==> config.mk <==
export PLATFORM = sky130hd
export DESIGN_NAME = muldiv_seq
export DESIGN_NICKNAME = d
export VERILOG_FILES = /design/src/rtl/muldiv_pkg.sv /design/src/rtl/muldiv_step.sv /design/src/rtl/muldiv_seq.sv
export SDC_FILE = /design/constraint.sdc
export NUM_CORES = 1
export LEC_CHECK = 0
export ABC_AREA = 1
export BUFFER_PORTS_ARGS = -buffer_cell sky130_fd_sc_hd__buf_2
export CAP_MARGIN = 30
export CORE_ASPECT_RATIO = 1.1
export CORE_MARGIN = 2
export CORE_UTILIZATION = 40
export DETAILED_ROUTE_END_ITERATION = 16
export SLEW_MARGIN = 20
export SYNTH_ARGS = -nofsm -noshare
export SYNTH_HDL_FRONTEND = slang
export SYNTH_SLANG_ARGS = --single-unit
==> constraint.sdc <==
create_clock -name CLK -period 7.2 [get_ports CLK]
set_clock_uncertainty 0.1 [all_clocks]
set_input_delay 1.8 -clock CLK [delete_from_list [all_inputs] [get_ports CLK]]
set_output_delay 1.8 -clock CLK [all_outputs]
set_load 0.02 [all_outputs]
==> src/rtl/muldiv_pkg.sv <==
// Shared op codes, FSM states and counter width for the HI/LO multiply/divide sequencer.
package muldiv_pkg;

    localparam int CNT_W = 5;

    typedef enum logic [2:0] {
        OP_MULT  = 3'd0,
        OP_MULTU = 3'd1,
        OP_DIV   = 3'd2,
        OP_DIVU  = 3'd3,
        OP_MTHI  = 3'd4,
        OP_MTLO  = 3'd5
    } op_e;

    typedef enum logic [1:0] {
        IDLE = 2'd0,
        CALC = 2'd1,
        SIGN = 2'd2
    } state_e;

    function automatic logic is_div(input logic [2:0] op);
        return (op == OP_DIV) || (op == OP_DIVU);
    endfunction

endpackage

==> src/rtl/muldiv_step.sv <==
// One shift-add multiply or restoring-divide iteration over a shared 64-bit accumulator.
module muldiv_step #(
    parameter int WIDTH = 32
) (
    input  logic [2*WIDTH-1:0] acc,
    input  logic [WIDTH-1:0]   operand,
    input  logic               div_mode,
    output logic [2*WIDTH-1:0] acc_next,
    output logic               q_bit
);
    logic [WIDTH:0] sum;
    logic [WIDTH:0] trial;

    // Multiply: {partial product, multiplier}; divide: {remainder, dividend/quotient}.
    always_comb begin
        sum      = {1'b0, acc[2*WIDTH-1:WIDTH]} + (acc[0] ? {1'b0, operand} : '0);
        trial    = {acc[2*WIDTH-1:WIDTH], acc[WIDTH-1]} - {1'b0, operand};
        q_bit    = 1'b0;
        acc_next = {sum, acc[WIDTH-1:1]};
        if (div_mode) begin
            q_bit    = ~trial[WIDTH];
            acc_next = {(q_bit ? trial[WIDTH-1:0] : acc[2*WIDTH-2:WIDTH-1]), acc[WIDTH-2:0], 1'b0};
        end
    end

endmodule

==> src/rtl/muldiv_seq.sv <==
// Iterative multiply/divide sequencer owning HI/LO; stalls the pipeline while busy.
// Optional MULDIV_DIV0_FLAG_EN enables the one-cycle divide-by-zero flag on div0.
module muldiv_seq
    import muldiv_pkg::*;
#(
    parameter int WIDTH = 32
) (
    input  logic             CLK,
    input  logic             RST_N,
    input  logic             start,
    input  logic [2:0]       op,
    input  logic [WIDTH-1:0] Rdata1,
    input  logic [WIDTH-1:0] Rdata2,
    input  logic             flush,
    input  logic             rd_hilo,
    output logic [WIDTH-1:0] HI,
    output logic [WIDTH-1:0] LO,
    output logic             busy,
    output logic             stall,
    output logic             done,
    output logic             div0
);
    state_e               state_reg, state_next;
    logic [CNT_W-1:0]     cnt_reg;
    logic [2*WIDTH-1:0]   acc_reg, step_acc, prod;
    logic [WIDTH-1:0]     opnd_reg, hi_reg, lo_reg, a_abs, b_abs;
    logic                 div_reg, neg_q_reg, neg_r_reg, done_reg, step_q;
    logic                 accept, mt_hi, mt_lo, finish, signed_op, mul_op;

    assign signed_op = (op == OP_MULT) || (op == OP_DIV);
    assign mul_op    = (op == OP_MULT) || (op == OP_MULTU);
    assign a_abs     = (signed_op && Rdata1[WIDTH-1]) ? -Rdata1 : Rdata1;
    assign b_abs     = (signed_op && Rdata2[WIDTH-1]) ? -Rdata2 : Rdata2;
    assign prod      = neg_q_reg ? -acc_reg : acc_reg;

    muldiv_step #(.WIDTH(WIDTH)) u_step (
        .acc      (acc_reg),
        .operand  (opnd_reg),
        .div_mode (div_reg),
        .acc_next (step_acc),
        .q_bit    (step_q)
    );

    always_comb begin
        state_next = state_reg;
        accept     = 1'b0;
        mt_hi      = 1'b0;
        mt_lo      = 1'b0;
        finish     = 1'b0;
        case (state_reg)
            IDLE: if (start) begin
                case (op)
                    OP_MULT, OP_MULTU: accept = 1'b1;
                    OP_DIV, OP_DIVU:   accept = (Rdata2 != '0);
                    OP_MTHI:           mt_hi  = 1'b1;
                    OP_MTLO:           mt_lo  = 1'b1;
                    default:           ;
                endcase
                if (accept) state_next = CALC;
            end
            CALC: begin
                if (flush)              state_next = IDLE;
                else if (cnt_reg == '0) state_next = SIGN;
            end
            SIGN: begin
                state_next = IDLE;
                finish     = ~flush;
            end
            default: state_next = IDLE;
        endcase
    end

    always_ff @(posedge CLK or negedge RST_N) begin
        if (!RST_N) begin
            state_reg <= IDLE;
            cnt_reg   <= '0;
            acc_reg   <= '0;
            opnd_reg  <= '0;
            div_reg   <= 1'b0;
            neg_q_reg <= 1'b0;
            neg_r_reg <= 1'b0;
            hi_reg    <= '0;
            lo_reg    <= '0;
            done_reg  <= 1'b0;
        end else begin
            state_reg <= state_next;
            done_reg  <= finish;
            if (accept) begin
                cnt_reg   <= CNT_W'(WIDTH - 1);
                div_reg   <= ~mul_op;
                acc_reg   <= {{WIDTH{1'b0}}, (mul_op ? b_abs : a_abs)};
                opnd_reg  <= mul_op ? a_abs : b_abs;
                neg_q_reg <= signed_op & (Rdata1[WIDTH-1] ^ Rdata2[WIDTH-1]);
                neg_r_reg <= signed_op & Rdata1[WIDTH-1];
            end else if (state_reg == CALC) begin
                acc_reg <= {step_acc[2*WIDTH-1:1], step_acc[0] | step_q};
                if (cnt_reg != '0) cnt_reg <= cnt_reg - 1'b1;
            end
            if (mt_hi) hi_reg <= Rdata1;
            if (mt_lo) lo_reg <= Rdata1;
            if (finish) begin
                if (div_reg) begin
                    // Quotient sign follows operand signs; remainder follows the dividend.
                    hi_reg <= neg_r_reg ? -acc_reg[2*WIDTH-1:WIDTH] : acc_reg[2*WIDTH-1:WIDTH];
                    lo_reg <= neg_q_reg ? -acc_reg[WIDTH-1:0] : acc_reg[WIDTH-1:0];
                end else begin
                    {hi_reg, lo_reg} <= prod;
                end
            end
        end
    end

`ifdef MULDIV_DIV0_FLAG_EN
    logic div0_reg;
    logic div_zero;
    assign div_zero = (state_reg == IDLE) && start && is_div(op) && (Rdata2 == '0);
    always_ff @(posedge CLK or negedge RST_N) begin
        if (!RST_N) div0_reg <= 1'b0;
        else        div0_reg <= div_zero;
    end
    assign div0 = div0_reg;
`else
    assign div0 = 1'b0;
`endif

    assign HI    = hi_reg;
    assign LO    = lo_reg;
    assign busy  = (state_reg != IDLE);
    assign stall = busy & (start | rd_hilo);
    assign done  = done_reg;

endmodule

==> After elaboration in Yosys (flattened, before gate mapping) <==
Index checks and enable logic that the tools add are counted.
{ "classes": {"addsub": 8, "n_eq_ne": 10, "muxes": 39, "bitwise_logic": 9, "reduce_logical": 18} }
{ "ops": {"columns": ["cell", "count"], "rows": [
  ["$mux W32", 14],
  ["$mux W64", 4],
  ["$neg A32 Y32", 4],
  ["$neg A64 Y64", 1],
  ["$add A32 B33 Y33", 1],
  ["$sub A33 B32 Y33", 1],
  ["$reduce_bool A32 Y1", 1],
  ["$mux W5", 3],
  ["$mux W1", 12],
  ["$reduce_bool A2 Y1", 5],
  ["$mux W2", 4],
  ["$eq A3 B2 Y1 const B", 2],
  ["$eq A3 B3 Y1 const B", 2],
  ["$logic_not A5 Y1", 1],
  ["$reduce_bool A5 Y1", 1],
  ["$sub A5 B1 Y5 const B", 1],
  ["$ne A2 B2 Y1 const B", 2],
  ["$pmux W2 S2", 1],
  ["$reduce_or A2 Y1", 2],
  ["$and A1 B1 Y1", 3],
  ["$eq A3 B1 Y1 const B", 1],
  ["$logic_not A3 Y1", 1],
  ["$ne A3 B3 Y1 const B", 1],
  ["$not A1 Y1", 3],
  ["other kinds (10)", 13]
]} }
{ "word_totals": {"register_bits": 171, "out_inout_bits": 68, "wordCells": 94} }

==> Depth between registers and ports, before layout <==
Gate-level depths: netlist of run 1.
{ "logic_depth": {"depth_word": 9, "mapped_depth": 20, "ltp_nobuf": 19} }

==> Cells and area by module <==
From an unflattened synthesis of run 1, not the netlist that was laid out.
{ "hier_totals": {"hier_cells": 3223, "area_unflattened_um2": 18464.0} }
{ "modules_own_cells": {"columns": ["mod", "instances", "cells_per_inst", "area_each_um2"], "rows": [
  ["muldiv_seq", 1, 1916, 12121.6],
  ["muldiv_step", 1, 1307, 6342.3]
]} }

==> Worst setup path after synthesis of run 1 <==
No wires, ideal clock.
{ "synth_timing": {"kind": "input to output", "from": "in start", "to": "out stall", "arrival_ns": 2.106, "t_required_ns": 5.300, "slack_ns": 3.194, "path_stages": 2, "n_path_buf": 0, "path_cell_list": "nor2_1 -> nor2_1"} }
{ "synth_via": {"elab_chain_cells": 2} }
{ "synth_lines": {"columns": ["item", "line_no", "text"], "rows": [
  ["start, declared", "muldiv_seq.sv:10", "input logic start,"],
  ["$or A1 B1 Y1", "muldiv_seq.sv:129", "assign stall = busy & (start | rd_hilo);"],
  ["$and A1 B1 Y1", "muldiv_seq.sv:129", null],
  ["end, declared", "muldiv_seq.sv:19", "output logic stall,"]
]} }
No other way between the ends.

==> Final worst setup path of run 1 <==
{ "layout_timing": {"from": "in Rdata2[0]", "to": "reg opnd_reg[30]"} }
{ "layout_via": {"elab_chain_cells": 6, "word_cells_on_any_way": 9} }
{ "layout_lines": {"columns": ["item", "line_no", "text"], "rows": [
  ["start, declared", "muldiv_seq.sv:13", "input logic [WIDTH-1:0] Rdata2,"],
  ["parallel branches: the longest is 6 deep, another holds $neg A32 Y32", null, null],
  ["end signal, assigned", "muldiv_seq.sv:92", "opnd_reg <= mul_op ? a_abs : b_abs;"],
  ["end, declared", "muldiv_seq.sv:26", "logic [WIDTH-1:0] opnd_reg, hi_reg, lo_reg, a_abs, b_abs;"]
]} }
Parallel ways; which one is timed is not known. The select of a mux whose other input is x is not followed.
A chain may end at the register's enable or synchronous reset.

==> flow_summary.json, run 1 <==
{
  "period_needed_ps": 4200,
  "n_antenna_cell": 0,
  "clkTransAtPathRegs_ps": 70,
  "routed_via_density": 5.72,
  "synth_edf_count": 0,
  "p_clk_share_pct": 12.6,
  "tightest_slew_ps": 982,
  "yosys_warnings": 0,
  "critPathMaxFanout": 61,
  "grt_util_all_layers_pct": 34.3,
  "synth_top_area_share_pct": 23.6,
  "rows": 81,
  "r2r-start": "acc_reg[0]",
  "setup_viol": 0,
  "grt_max_degree": 76,
  "post_cts_buffers": 0,
  "io_pins": 140,
  "holdBufCountCts": 0,
  "crit_required_ps": 7430,
  "outcome": "finished, final reports clean",
  "hold_depth": 2,
  "grt_setup_unrepaired": "false",
  "core_um2": 44600,
  "power_density_nw_per_um2": 418,
  "port_buffers": 138,
  "power.share.sequential_pct": 24.8,
  "ir_drop_mv": 0.225,
  "sw_frac_of_total_pct": 57.5,
  "crit_arrival_ps": 4430,
  "synth_area_um2": 18100,
  "yosysMostFrequentCell": "nand2_1",
  "hp-start": "LO[16]",
  "drtIter0Drc": 2272,
  "cts_tree": "built",
  "ys_types": 59,
  "ys_seq_elements": 171,
  "cap_violations": 0,
  "die_w_um": 207,
  "finalCritPeriodShare_pct": 58.4,
  "p_leak_nw": 10.1,
  "cts_max_level": 4,
  "startpoint_type": "input port",
  "antenna_found_initial": 1,
  "die_area_um2": 47100,
  "root_buffer": "clkbuf_16",
  "drv_slew": 0,
  "hpwl_um": 66800,
  "grt_pass1_vias": 19500,
  "ys.flop_type": "dfrtp_1",
  "setup.worst_path.end_class": "register",
  "grt.overflow.total": 0,
  "grt_pass1_wl_um": 121000,
  "path_delay_family": "buffers and inverters",
  "cp_cell_sequence": "buf_2 > inv_1 > ha_1 > nand4_2 > nor2_4 > nand2_2 > inv_2 > nand4_2 > nand3_2 > buf_4 > inv_2 > buf_4 > nand3_1 > o21ai_1",
  "ctsResizeCount": 0,
  "crit_path_max_incr_delay_ps": 440,
  "hold_class": "register to register",
  "gp_congestion": 1.01,
  "p_switching_w": 0.00475,
  "fmax_ghz": 0.238,
  "ys_top_cells_by_area": "dfrtp_1, nand2_1, inv_1",
  "cts_buffer_depth": 2,
  "fp.dieH_um": 227,
  "p_int_w": 0.00351,
  "whs_ps": 413,
  "detail-route-antenna-nets": 0,
  "vias": 21000,
  "holdPathEnd": "LO[16]",
  "syn_inst": 3008,
  "reg2regPathDepth": 18,
  "ys_top_cells_by_count": "nand2_1, inv_1, nor2_1",
  "route.detailed.drc": 0,
  "synth_nets": 3152,
  "post_drt_wl_per_cell_um": 22.6,
  "clock_latency_ps": 480,
  "drive_above_1_share_pct": 10.2,
  "initial_utilization_pct": 40.7,
  "power_frac_comb_pct": 62.6,
  "hold_viol_final": 0,
  "relSlewSlack_pct": 34.5,
  "path_buf_inv": 6,
  "r2r_setup_slack_ps": 3790,
  "numCtsBuffers": 17,
  "tns_ps": 0,
  "dr.pass1.iters": 6,
  "fin_util_pct": 44.4,
  "largest_reg_flops": 64,
  "postSynthAreaPerCell_um2": 6.03,
  "cp_slowest_cell": "buf_4",
  "routed_wl_um": 82900,
  "seq_area_frac_synth_pct": 23.6,
  "cts_sinks": 171,
  "path_class": "input port to register",
  "reg2reg_to": "acc_reg[61]",
  "area_delta_synth_final_pct": 9.00,
  "nets": 3221,
  "synth_area_leader_cell": "dfrtp_1",
  "asyncSetResetFlopFracSynth_pct": 100
}
-- metal layers --
layer  part of all wire, %  vias up  track usage (%)
li1                      -     9931                -
met4                   6.1        2             19.7
met3                   7.1      187             4.46
met2                    45      964             55.9
met1                    41     9916             43.9
met5                0.0096        -                0
-- cells in the final DEF (no fill, tap or decap), drive strengths merged, types with 2 or more instances in the layout --
cell    synthesis  final
dfrtp         171    171
xnor2          21     21
fa              2      2
clkbuf         58     18
o221ai         21     21
o21bai         26     26
o211ai         53     53
or2             6      6
buf            48    156
inv           419    426
o22ai           6      6
a31oi           3      3
nand3         298    298
a22oi           3      3
a21oi         160    160
xor2           44     44
clkinv          2      5
nand4          44     44
nor2          309    309
and2            2      2
bufinv          0      3
o21ai         241    241
nor4            8      8
nor3           45     45
ha             70     70
nand3b         12     12
o21a            2      2
o311ai          4      4
a21boi          2      2
nand2         921    921
-- cell families after synthesis --
| logic type | after synthesis | share of synthesized area [%] |
|---|---|---|
| compound gates | 525 | 17.0 |
| xor+xnor | 65 | 3.14 |
| fa+ha+maj | 72 | 5.05 |
| buf+inv | 527 | 11.9 |
| flops | 171 | 23.6 |
| other cells | 1 | 0.0207 |
| simple gates | 1647 | 39.3 |
-- final cells by class --
type / count / area, um^2
clock buffer: 18 / 429
clock inverter: 14 / 199
fill: 4860 / 24800
inverter: 421 / 1580
multi-input combinational: 2310 / 11700
sequential: 171 / 4280
tap: 581 / 727
timing repair buffer: 156 / 832
-- per-stage QoR --
stage | cells | total power (W) | area (um^2) | setup WS [ps]
after CTS | 3671 | 0.00817 | 19800 | 3060
after global placement | 3639 | 0.00709 | 19200 | 2620
after detailed placement | 3639 | 0.00712 | 19200 | 2560
after global routing | 3671 | 0.00885 | 19800 | 2820
final | 3671 | 0.00826 | 19800 | 3000
after floorplan | 3008 | 0.00541 | 18100 | 3190
-- worst register-to-register path: cells and delay by family, from the launching register on --
family / cells / cell delay, ps
AOI/OAI and AO/OA: 1 / 390
and+or+nand+nor: 11 / 1110
buffers and inverters: 4 / 580
DFF: 1 / 510
adders and majority gates: 2 / 630
-- worst max-delay path by stage --
| stage | start | end | slack (ps) | cells after the start |
|---|---|---|---|---|
| global route | Rdata2[0] | acc_reg[52] | 2820 | 14 |
| detailed placement | Rdata2[0] | acc_reg[26] | 2560 | 13 |
| floorplan | start | stall | 3190 | 2 |
| global placement | Rdata2[0] | acc_reg[29] | 2620 | 13 |
| CTS | Rdata2[0] | acc_reg[26] | 3060 | 13 |
| finish | Rdata2[0] | opnd_reg[30] | 3000 | 14 |
-- power groups by stage --
stage	clock network (W)	registers [W]	logic [W]
final	0.00104	0.00205	0.00518
after global routing	0.00108	0.00207	0.00571
after global placement	0	0.00203	0.00506
after floorplan	0	0.00191	0.00350
after detailed placement	0	0.00204	0.00508
after CTS	0.00104	0.00202	0.00510
No activity file was read; power rests on OpenSTA's default activity.
==> run 2: changes to the inputs <==
--- a/config.mk
+++ b/config.mk
@@ -5,7 +5,7 @@
 export SDC_FILE = /design/constraint.sdc
 export NUM_CORES = 1
 export LEC_CHECK = 0
-export ABC_AREA = 1
+export ABC_AREA = 0
 export BUFFER_PORTS_ARGS = -buffer_cell sky130_fd_sc_hd__buf_2
 export CAP_MARGIN = 30
 export CORE_ASPECT_RATIO = 1.1
==> constraint.sdc (replaced) <==
create_clock -name CLK -period 4.25 [get_ports CLK]
set_clock_uncertainty 0.1 [all_clocks]
set_input_delay 1.0625 -clock CLK [delete_from_list [all_inputs] [get_ports CLK]]
set_output_delay 1.0625 -clock CLK [all_outputs]
set_load 0.02 [all_outputs]
==> flow_summary.json, run 2 <==
{
  "cts_sinks": 171,
  "core_um2": 36900,
  "hpwl_um": 40800,
  "cts_max_level": 4,
  "post_cts_buffers": 0,
  "postSynthAreaPerCell_um2": 7.99,
  "sw_frac_of_total_pct": 48.2,
  "ys_types": 71,
  "die_area_um2": 38700,
  "power_frac_comb_pct": 56.5,
  "startpoint_type": "register",
  "gp_congestion": 0.940,
  "root_buffer": "clkbuf_16",
  "largest_reg_flops": 64,
  "setup.worst_path.end_class": "register",
  "p_leak_nw": 7.48,
  "ys_top_cells_by_area": "dfrtp_1, mux2i_1, o21ai_0",
  "ir_drop_mv": 0.355,
  "drtIter0Drc": 1442,
  "numCtsBuffers": 17,
  "relSlewSlack_pct": 38.1,
  "clock_latency_ps": 450,
  "crit_required_ps": 4510,
  "grt_pass1_wl_um": 80900,
  "finalCritPeriodShare_pct": 93.5,
  "post_drt_wl_per_cell_um": 21.4,
  "hold_viol_final": 0,
  "ys.flop_type": "dfrtp_1",
  "io_pins": 140,
  "routed_wl_um": 52800,
  "route.detailed.drc": 0,
  "cts_tree": "built",
  "grt_util_all_layers_pct": 27.1,
  "cap_violations": 0,
  "fillCellCount": 3690,
  "ys_top_cells_by_count": "nand2_1, o21ai_0, dfrtp_1",
  "dr.pass1.iters": 6,
  "synth_edf_count": 0,
  "p_clk_share_pct": 15.8,
  "place_ws_ps": 138,
  "dp.cells": 2433,
  "grt_max_degree": 135,
  "n_antenna_cell": 0,
  "whs_ps": 379,
  "routed_via_density": 5.92,
  "setup_viol": 0,
  "yosysMostFrequentCell": "nand2_1",
  "path_class": "register to register",
  "ctsResizeCount": 0,
  "tns_ps": 0,
  "crit_arrival_ps": 4230,
  "syn_inst": 1862,
  "fmax_ghz": 0.252,
  "detail-route-antenna-nets": 0,
  "drv_slew": 0,
  "p_int_w": 0.00574,
  "period_needed_ps": 3970,
  "critPathMaxFanout": 14,
  "final_cells": 2465,
  "setup_slack_ps": 278,
  "drive_above_1_share_pct": 12.8,
  "fp.dieH_um": 206,
  "grt.overflow.total": 0,
  "die_w_um": 188,
  "area_delta_synth_final_pct": 13.4,
  "vias": 14600,
  "hold_class": "register to register",
  "p_switching_w": 0.00534,
  "synth_area_leader_cell": "dfrtp_1",
  "grt_pass1_vias": 13700,
  "rows": 74,
  "asyncSetResetFlopFracSynth_pct": 100,
  "synth_area_um2": 14900,
  "grt_setup_unrepaired": "false",
  "ys_seq_elements": 171,
  "cts_buffer_depth": 2,
  "final_cell_mix": "nand2_1, o21ai_0, dfrtp_1",
  "synth_top_area_share_pct": 28.8,
  "power_density_nw_per_um2": 658,
  "seq_area_frac_synth_pct": 28.8,
  "initial_utilization_pct": 40.3,
  "tightest_slew_ps": 920,
  "antenna_found_initial": 2,
  "outcome": "finished, final reports clean",
  "synth_nets": 2006,
  "clkTransAtPathRegs_ps": 70,
  "power.share.sequential_pct": 27.7,
  "yosys_warnings": 0,
  "port_buffers": 138,
  "layout_commonest_cell": "nand2_1",
  "nets": 2102,
  "holdBufCountCts": 0
}
## run 2: cell count changes after synthesis, sizes merged, moves of 26 or more
cell,before,now
mux2i,0,119
xnor2,21,96
clkbuf,58,84
o211ai,53,20
nand2,921,230
a21oi,160,127
nor2,309,138
o31ai,1,28
nand3,298,30
buf,48,22
inv,419,61
nand4,44,13
xor2,44,80
## run 2: logic make-up after synthesis
logic type / after synthesis / synth area share, %
other: 1 / 0.0252
XOR/XNOR: 176 / 10.4
AO/OA/AOI/OAI: 570 / 23.6
AND/OR/NAND/NOR: 576 / 18.0
buffers and inverters: 167 / 4.32
multiplexers: 129 / 8.77
adder cells (fa/ha/maj): 72 / 6.16
flip-flops: 171 / 28.8
## run 2: routing by layer
layer  track usage (%)  part of all wire, %
met5                 0                    0
met4              11.1                  4.0
met3              2.90                  5.6
met2              45.3                   48
met1              36.0                   43
## run 2: worst paths after layout
kind | from | endpoint | slack (ps) | cells after the start
min in group asynchronous | RST_N | HI[12] | 580 | 1
max reg2reg | acc_reg[0] | acc_reg[60] | 280 | 13
min | opnd_reg[23] | opnd_reg[23] | 380 | 2
max in group asynchronous | RST_N | acc_reg[60] | 2550 | 2
min reg2reg | opnd_reg[23] | opnd_reg[23] | 380 | 2
max | acc_reg[0] | acc_reg[60] | 280 | 13
## run 2: power groups by stage
stage / logic, W / registers [W] / clock network [W]
after floorplan: 0.00410 / 0.00317 / 0
after global placement: 0.00613 / 0.00306 / 0
after detailed placement: 0.00618 / 0.00308 / 0
after CTS: 0.00623 / 0.00306 / 0.00176
after global routing: 0.00685 / 0.00314 / 0.00182
final: 0.00627 / 0.00307 / 0.00175
## run 2: critical path: stages (launching register included)
cell and delay, ps:
dfrtp_1 450, inv_1 160, buf_4 240, nor2_1 90, ha_1 390, o21a_1 200
o211ai_1 90, a31oi_1 380, o31ai_1 200, a2111oi_0 690, and3b_1 310, a2111o_1 370
o211a_1 130, o21ai_0 70
## run 2: per-stage QoR
step,cell area [um^2],total power (W),utilization (%)
2_1_floorplan,14900,0.00727,-
3_3_place_gp,16200,0.00918,43.9
3_5_place_dp,16200,0.00927,43.9
4_1_cts,16900,0.0110,45.6
5_1_grt,16900,0.0118,45.6
6_report,16900,0.0111,45.6
## run 2: layout make-up
class	count	area, um^2	area share [%]
clock inverter	13	175	1.04
tap	494	618	3.67
sequential	171	4280	25.4
inverter	61	229	1.36
multi-input combinational	1524	10000	59.3
timing repair buffer	183	1110	6.58
clock buffer	19	453	2.69
==> run 3: changes to the inputs <==
--- a/config.mk
+++ b/config.mk
@@ -12,6 +12,7 @@
 export CORE_MARGIN = 2
 export CORE_UTILIZATION = 40
 export DETAILED_ROUTE_END_ITERATION = 16
+export HOLD_SLACK_MARGIN = 0.15
 export SLEW_MARGIN = 20
 export SYNTH_ARGS = -nofsm -noshare
 export SYNTH_HDL_FRONTEND = slang
==> constraint.sdc (replaced) <==
create_clock -name CLK -period 4.3 [get_ports CLK]
set_clock_uncertainty 0.1 [all_clocks]
set_input_delay 1.075 -clock CLK [delete_from_list [all_inputs] [get_ports CLK]]
set_output_delay 1.075 -clock CLK [all_outputs]
set_load 0.02 [all_outputs]
==> flow_summary.json, run 3 (synthesis gave the netlist of run 2 again) <==
{
  "hold_viol_final": 0,
  "critPathLaunch": "acc_reg[16]",
  "post_cts_buffers": 0,
  "setup.worst_path.end_class": "register",
  "fmax_ghz": 0.253,
  "die_w_um": 188,
  "relSlewSlack_pct": 42.8,
  "clkTransAtPathRegs_ps": 70,
  "layout_commonest_cell": "nand2_1",
  "tightest_slew_ps": 849,
  "routed_via_density": 5.92,
  "critPathMaxFanout": 7,
  "hold_class": "register to register",
  "cap_violations": 0,
  "dr.pass1.iters": 5,
  "r2r_setup_slack_ps": 350,
  "cts_tree": "built",
  "hpwl_um": 42100,
  "detail-route-antenna-nets": 0,
  "cts_buffer_depth": 2,
  "drive_above_1_share_pct": 13.2,
  "p_int_w": 0.00566,
  "grt_pass1_vias": 13800,
  "fp.dieH_um": 206,
  "nets": 2113,
  "routed_wl_um": 54500,
  "root_buffer": "clkbuf_16",
  "whs_ps": 385,
  "grt_max_degree": 135,
  "route.detailed.drc": 0,
  "io_pins": 140,
  "grt_util_all_layers_pct": 28.0,
  "p_leak_nw": 7.51,
  "ir_drop_mv": 0.377,
  "finalCritPeriodShare_pct": 91.9,
  "gp_congestion": 0.958,
  "numCtsBuffers": 17,
  "power_frac_comb_pct": 57.8,
  "grt_pass1_wl_um": 82800,
  "cts_sinks": 171,
  "largest_reg_flops": 64,
  "startpoint_type": "register",
  "crit_arrival_ps": 4170,
  "power.share.sequential_pct": 27.4,
  "antenna_found_initial": 0,
  "place_area_um2": 16300,
  "initial_utilization_pct": 40.3,
  "grt_setup_unrepaired": "false",
  "port_buffers": 138,
  "sw_frac_of_total_pct": 48.9,
  "r2r-start": "acc_reg[16]",
  "holdBufCountCts": 0,
  "drtIter0Drc": 1313,
  "area_delta_synth_final_pct": 13.7,
  "period_needed_ps": 3950,
  "setup_viol": 0,
  "outcome": "finished, final reports clean",
  "crit_required_ps": 4520,
  "clock_latency_ps": 460,
  "cts_max_level": 4,
  "dp.cells": 2444,
  "path_class": "register to register",
  "final_cells": 2475,
  "hp-start": "opnd_reg[14]",
  "p_clk_share_pct": 14.8,
  "power_density_nw_per_um2": 655,
  "die_area_um2": 38700,
  "n_antenna_cell": 0,
  "vias": 14600,
  "ctsResizeCount": 0,
  "p_switching_w": 0.00542,
  "post_drt_wl_per_cell_um": 22.0,
  "grt.overflow.total": 0,
  "tns_ps": 0,
  "core_um2": 36900,
  "rows": 74,
  "fin_util_pct": 45.8,
  "design_area_um2": 16900,
  "final_cell_mix": "nand2_1, o21ai_0, dfrtp_1",
  "drv_slew": 0
}
## run 3: critical path, stage by stage, from the launching register on
cell,delay (ps)
dfrtp_1,480
or4_4,580
or4_4,470
or4_4,580
nor4_1,510
buf_4,240
nand2b_1,120
buf_4,170
nor2b_1,200
a21oi_1,100
xnor2_1,180
a21oi_1,80
## run 3: final cells by class
cell class	instances	area [um^2]
fillers	3728	20000
multi-input cells	1524	9990
flip-flops and latches	171	4280
repair buffers	194	1200
well taps	494	618
clock buffers	17	425
inverters	61	229
clock inverters	14	158
## run 3: layer usage
layer,vias to the layer above,global-route usage [%],wire length [um]
met2,555,46.5,25700
met4,0,11.1,2140
met1,7078,37.0,23700
li1,6901,-,-
met5,-,0,0
met3,113,3.53,3000
## run 3: power groups by stage
stage	sequential [W]	clock, W	combinational, W
6_report	0.00304	0.00164	0.00640
5_1_grt	0.00310	0.00170	0.00697
4_1_cts	0.00302	0.00165	0.00635
3_5_place_dp	0.00304	0	0.00631
3_3_place_gp	0.00303	0	0.00625
2_1_floorplan	0.00313	0	0.00405
## run 3: worst paths after layout
kind                           endpoint  depth (start not counted)
setup / recovery                 HI[16]                         11
hold / removal             opnd_reg[14]                          2
setup reg to reg                 HI[16]                         11
hold reg to reg            opnd_reg[14]                          2
max in group asynchronous   acc_reg[23]                          2
min in group asynchronous         HI[7]                          1
## run 3: metrics by stage
stage / setup WS, ps / total power (W)
after floorplan: 383 / 0.00719
final: 347 / 0.0111
after detailed placement: 330 / 0.00936
after global placement: 384 / 0.00928
after CTS: 421 / 0.0110
after global routing: 175 / 0.0118
